===== src/rtl/demux4_pkg.sv =====
// demux4_pkg: shared types and constants for the demux4_buf block.
//   slot_state_t : state of a one-entry channel slot (EMPTY / FULL)
//   NCH          : number of output channels
//   CNT_W        : width of the optional per-channel transfer counters
//   sat_inc      : saturating increment used by those counters
package demux4_pkg;

    typedef enum logic {
        EMPTY = 1'b0,
        FULL  = 1'b1
    } slot_state_t;

    localparam int unsigned NCH   = 4;
    localparam int unsigned CNT_W = 8;

    function automatic logic [CNT_W-1:0] sat_inc(input logic [CNT_W-1:0] v);
        return (v == '1) ? v : v + 1'b1;
    endfunction

endpackage


===== src/rtl/demux4_slot.sv =====
// demux4_slot: one-entry buffer slot for a single demux channel.
// Ports:
//   clk, reset : clock and synchronous active-high reset
//   load       : accept data this cycle (caller guarantees slot is free or draining)
//   data [N]   : word to store on load
//   drain      : consumer accepts the held word this cycle
//   valid      : slot holds an undelivered word
//   q [N]      : held word; keeps the last loaded value when empty (0 after reset)
module demux4_slot
    import demux4_pkg::*;
#(
    parameter int N = 16
) (
    input  logic         clk,
    input  logic         reset,
    input  logic         load,
    input  logic [N-1:0] data,
    input  logic         drain,
    output logic         valid,
    output logic [N-1:0] q
);

    slot_state_t state, state_nx;

    always_ff @(posedge clk) begin
        if (reset) begin
            state <= EMPTY;
            q     <= '0;
        end else begin
            state <= state_nx;
            if (load) begin
                q <= data;
            end
        end
    end

    // A load while draining keeps the slot FULL with the new word.
    always_comb begin
        state_nx = state;
        unique case (state)
            EMPTY: if (load) state_nx = FULL;
            FULL:  if (load) state_nx = FULL;
                   else if (drain) state_nx = EMPTY;
        endcase
    end

    assign valid = (state == FULL);

endmodule


===== src/rtl/demux4_buf.sv =====
// demux4_buf: 1-to-4 demultiplexer with a one-entry buffer per output channel.
// Optional macro: DEMUX4_BUF_CNT_EN adds cnt0..cnt3, saturating counts of
// input transfers per channel.
// Ports:
//   clk, reset     : clock and synchronous active-high reset
//   d [N], s [2]   : upstream word and destination channel
//   in_valid       : upstream offers d/s
//   in_ready       : selected channel can take the word this cycle
//   y0..y3 [N]     : registered channel data
//   y_valid [4]    : channel i holds an undelivered word
//   y_ready [4]    : channel-i consumer accepts this cycle
//   cnt0..cnt3 [8] : (DEMUX4_BUF_CNT_EN only) input transfers per channel
module demux4_buf
    import demux4_pkg::*;
#(
    parameter int N = 16
) (
    input  logic             clk,
    input  logic             reset,
    input  logic [N-1:0]     d,
    input  logic [1:0]       s,
    input  logic             in_valid,
    output logic             in_ready,
    output logic [N-1:0]     y0,
    output logic [N-1:0]     y1,
    output logic [N-1:0]     y2,
    output logic [N-1:0]     y3,
    output logic [3:0]       y_valid,
    input  logic [3:0]       y_ready
`ifdef DEMUX4_BUF_CNT_EN
    ,
    output logic [CNT_W-1:0] cnt0,
    output logic [CNT_W-1:0] cnt1,
    output logic [CNT_W-1:0] cnt2,
    output logic [CNT_W-1:0] cnt3
`endif
);

    logic             xfer;
    logic [NCH-1:0]   load;
    logic [N-1:0]     q [NCH];

    // Reset forces ready high; the slots' own reset discards the transfer.
    assign in_ready = reset | ~y_valid[s] | y_ready[s];
    assign xfer     = in_valid & in_ready;
    assign load     = xfer ? (NCH'(1) << s) : '0;

    for (genvar g = 0; g < NCH; g++) begin : g_slot
        demux4_slot #(.N(N)) u_slot (
            .clk   (clk),
            .reset (reset),
            .load  (load[g]),
            .data  (d),
            .drain (y_ready[g]),
            .valid (y_valid[g]),
            .q     (q[g])
        );
    end

    assign y0 = q[0];
    assign y1 = q[1];
    assign y2 = q[2];
    assign y3 = q[3];

`ifdef DEMUX4_BUF_CNT_EN
    logic [CNT_W-1:0] cnt [NCH];

    always_ff @(posedge clk) begin
        if (reset) begin
            for (int unsigned i = 0; i < NCH; i++) begin
                cnt[i] <= '0;
            end
        end else begin
            for (int unsigned i = 0; i < NCH; i++) begin
                if (load[i]) begin
                    cnt[i] <= sat_inc(cnt[i]);
                end
            end
        end
    end

    assign cnt0 = cnt[0];
    assign cnt1 = cnt[1];
    assign cnt2 = cnt[2];
    assign cnt3 = cnt[3];
`endif

endmodule


===== config.mk =====
export PLATFORM = sky130hd
export DESIGN_NAME = demux4_buf
export DESIGN_NICKNAME = d
export VERILOG_FILES = /design/src/rtl/demux4_pkg.sv /design/src/rtl/demux4_slot.sv /design/src/rtl/demux4_buf.sv
export SDC_FILE = /design/constraint.sdc
export NUM_CORES = 1
export LEC_CHECK = 0
export CORE_UTILIZATION = 47
export DETAILED_ROUTE_END_ITERATION = 10
export PLACE_DENSITY_LB_ADDON = 0.12
export SETUP_SLACK_MARGIN = 0.15
export SLEW_MARGIN = 20
export SYNTH_ARGS = -nofsm -noshare
export SYNTH_HDL_FRONTEND = slang
export SYNTH_HIERARCHICAL = 1
export SYNTH_SLANG_ARGS = --single-unit

===== constraint.sdc =====
create_clock -name clk -period 4.15 [get_ports clk]
set_clock_uncertainty 0.2 [all_clocks]
set_input_delay 1.245 -clock clk [delete_from_list [all_inputs] [get_ports clk]]
set_output_delay 1.245 -clock clk [all_outputs]
set_load 0.05 [all_outputs]

==> results.ini <==
[status]
status = finished clean

[clock_network]
cts-htree-levels = 3
cts.sinks = 68
post-cts-setup-buffer-count = 0
cts_hold_buf = 0
cts_made_buffers = 9
clockBufferDepth = 2
path_clk_slew_ns = 0.06
cts_tree = built
cts_root_buffer = clkbuf_8
clkLatencyLatePin_ns = 0.32

[sta]
finalSetupViolations = 0
tns_ns = 0
rsz0062_at_grt = false
slew_headroom = 0.3460
hold_viol = 0
period_minus_slack_ns = 3.932
worstMarginPinSlew_ns = 0.9756
maxSlewViolCount = 0
fmax_ghz = 0.2543
post-route-period-util = 0.9476
finalHoldWorstSlack_ns = 0.2807

[yosys]
synthAdderAreaFrac = 0
synth-async-reset-ratio = 0
syn-cell-area_um2 = 2562
yosys-mux-area-fraction = 0.2539
yosys.area.top_type_share = 0.5313
ys_seq_elements = 68
syn_avg_cell_area_um2 = 10.86
synth_edf_count = 0
ys_warn_count = 6
synthSimpleGateAreaFrac = 0.1299
synth_area_leaders = dfxtp_1 53%, mux2i_1 25%, nor2_1 9.4%, buf_12 3.1%, buf_6 1.8%
synth-compound-area-share = 0.01465
syn_inst = 236
synth_top_area_cell = dfxtp_1
ys_seq_area_frac = 0.5312
syn_nets = 261
synthXorXnorAreaFrac = 0
synth_top_family_by_area = multiplexers
synth_ff_type = dfxtp_1
ys_types = 17

[route]
via_per_inst = 4.736
vias = 1923
remaining_drc_errors = 0
first_iter_violations = 53
ant_nets = 0
dr.pass1.iters = 4
wirelength_mm = 5.558
wl_per_cell_um = 13.69

[worst_setup_path]
critPathMaxFanout = 2
critPathLaunch = y_ready[0]
critPathCaptureType = output port
rr_startpoint = g_slot[2].u_slot/valid$_SDFF_PP0_
start_kind = primary input
cp_data_required_time_ns = 2.70
worst-r2r-setup-slack_ns = 1.72
crit_buf_inv = 2
critPathArrivalTime_ns = 2.49
r2r_cells = 7
worstReg2RegEnd = g_slot[2].u_slot/q[0]$_SDFFE_PP0P_
critical-path-slowest-cell = clkdlybuf4s50_1
crit_chain = clkdlybuf4s50_1 -> or3b_1 -> a21oi_2 -> mux2i_1 -> buf_4
critical_path_class = in -> out
cpPeakStageDelay_ns = 0.43
critPathTopFamily = buffers and inverters

[placement]
gp_congestion = 0.6738
dp.cells = 393
io_buffers = 93
place_area_um2 = 3515
dp_hpwl_mm = 3.783

[global_routing]
grt_pass1_wl_mm = 8.224
grt_overflow = 0
grt_pass1_vias = 1705
antenna_found_initial = 0
grt_usage = 0.1987
grt_max_degree = 38

[die]
placementRows = 26
fp.dieW_um = 75.84
pin_count = 94
die_h_um = 75.84
core_um2 = 5172
dieArea_um2 = 5751
floorplan.initialDensity = 0.4954

[power_and_ir_drop]
power.leakage_nw = 1.331
power.density_nw_per_um2 = 373.5
ir_drop_mv = 0.2724

[finish]
n_antenna_cell = 0
final_cell_count_no_fill = 406
drive_gt1_frac = 0.09226
areaGrowthSynthToFinish_pct = 43.51
nNetsFinal = 359
design_area_um2 = 3677
fillers = 392

[hold_path]
holdPathEnd = g_slot[2].u_slot/valid$_SDFF_PP0_
hold_class = reg -> reg
holdPathStages = 2
worstHoldStart = g_slot[2].u_slot/valid$_SDFF_PP0_

[run]
cap_violations = 0

-- placed cells by master, fill, tap and decap left out --
master / netlist / routed
clkdlybuf4s50_1: 0 / 90
nor2_1: 64 / 64
inv_1: 4 / 4
clkbuf_8: 0 / 11
nand2b_1: 4 / 4
nand3b_1: 2 / 2
a21oi_1: 4 / 4
nor3_2: 0 / 1
dfxtp_1: 68 / 68
nand2_1: 1 / 1
nor4b_2: 0 / 1
a21oi_2: 2 / 2
buf_2: 8 / 1
mux2i_1: 65 / 65
clkinv_2: 0 / 1
nor4bb_4: 0 / 1
or3b_1: 2 / 2
nor3b_2: 0 / 1
dlygate4sd2_1: 0 / 1
clkinvlp_4: 0 / 1
buf_4: 0 / 11
-- per-stage QoR --
step / total power [mW] / utilization / worst slack (ns)
2_1_floorplan: 0.8485 / - / 0.4706
3_3_place_gp: 0.9293 / 0.6795 / 0.1194
3_5_place_dp: 0.9323 / 0.6795 / 0.1170
4_1_cts: 1.392 / 0.7109 / 0.2151
5_1_grt: 1.438 / 0.7109 / 0.1556
6_report: 1.373 / 0.7109 / 0.2176
-- cell type report --
type | instances | area [um^2] | share of cell area
clock inverter | 2 | 12.51 | 0.003403
clock buffer | 11 | 151.4 | 0.04117
sequential | 68 | 1361 | 0.3702
timing repair buffer | 103 | 997.2 | 0.2712
multi-input combinational | 148 | 1052 | 0.2862
inverter | 4 | 15.01 | 0.004083
tap | 70 | 87.58 | 0.02382
-- worst max path at each step --
stage / endpoint / cells past startpoint
after floorplan: in_ready / 3
after global placement: in_ready / 5
after detailed placement: in_ready / 5
after CTS: in_ready / 5
after global routing: in_ready / 5
final: in_ready / 5
-- worst min-delay path: stages, from the launching register on --
cell,delay (ns)
dfxtp_1,0.32
nand2b_1,0.06
a21oi_1,0.06
-- synth_stat cells (2+ instances only) --
cell      count
buf_12        4
buf_6         4
nor2_1       64
a21oi_1       4
a21oi_2       2
nand2b_1      4
mux2i_1      65
inv_1         4
dfxtp_1      68
or3b_1        2
buf_2         8
nand3b_1      2
-- what timing repair did --
action	4_1_cts	5_1_grt
endpoints found under the setup margin	1	0
endpoints found under the hold margin	0	0
gates resized for setup	1	0
-- power breakdown --
part	switching, mW	internal, mW	total (mW)
Combinational	0.140	0.0893	0.229
Clock	0.218	0.238	0.457
Sequential	0.0117	0.675	0.687
-- layer usage --
| layer | GRT usage | routed length (um) | vias up |
|---|---|---|---|
| li1 | - | - | 975 |
| met1 | 0.2508 | 2608 | 891 |
| met2 | 0.2979 | 2516 | 55 |
| met3 | 0.09788 | 411 | 2 |
| met4 | 0.06173 | 21 | 0 |
| met5 | 0 | 0 | - |
-- flip-flops by register name (all words and copies together), names as in the netlist --
name                 cells
g_slot.u_slot/q         64
g_slot.u_slot/valid      4
-- cell families (layout without fill, tap and decap cells) --
| group | count (synthesis) | in the layout |
|---|---|---|
| buffers and inverters | 20 | 120 |
| and+or+nand+nor | 77 | 77 |
| DFF | 68 | 68 |
| muxes | 65 | 65 |
| AOI/OAI and AO/OA | 6 | 6 |
Power figures use the tool's default switching activity.
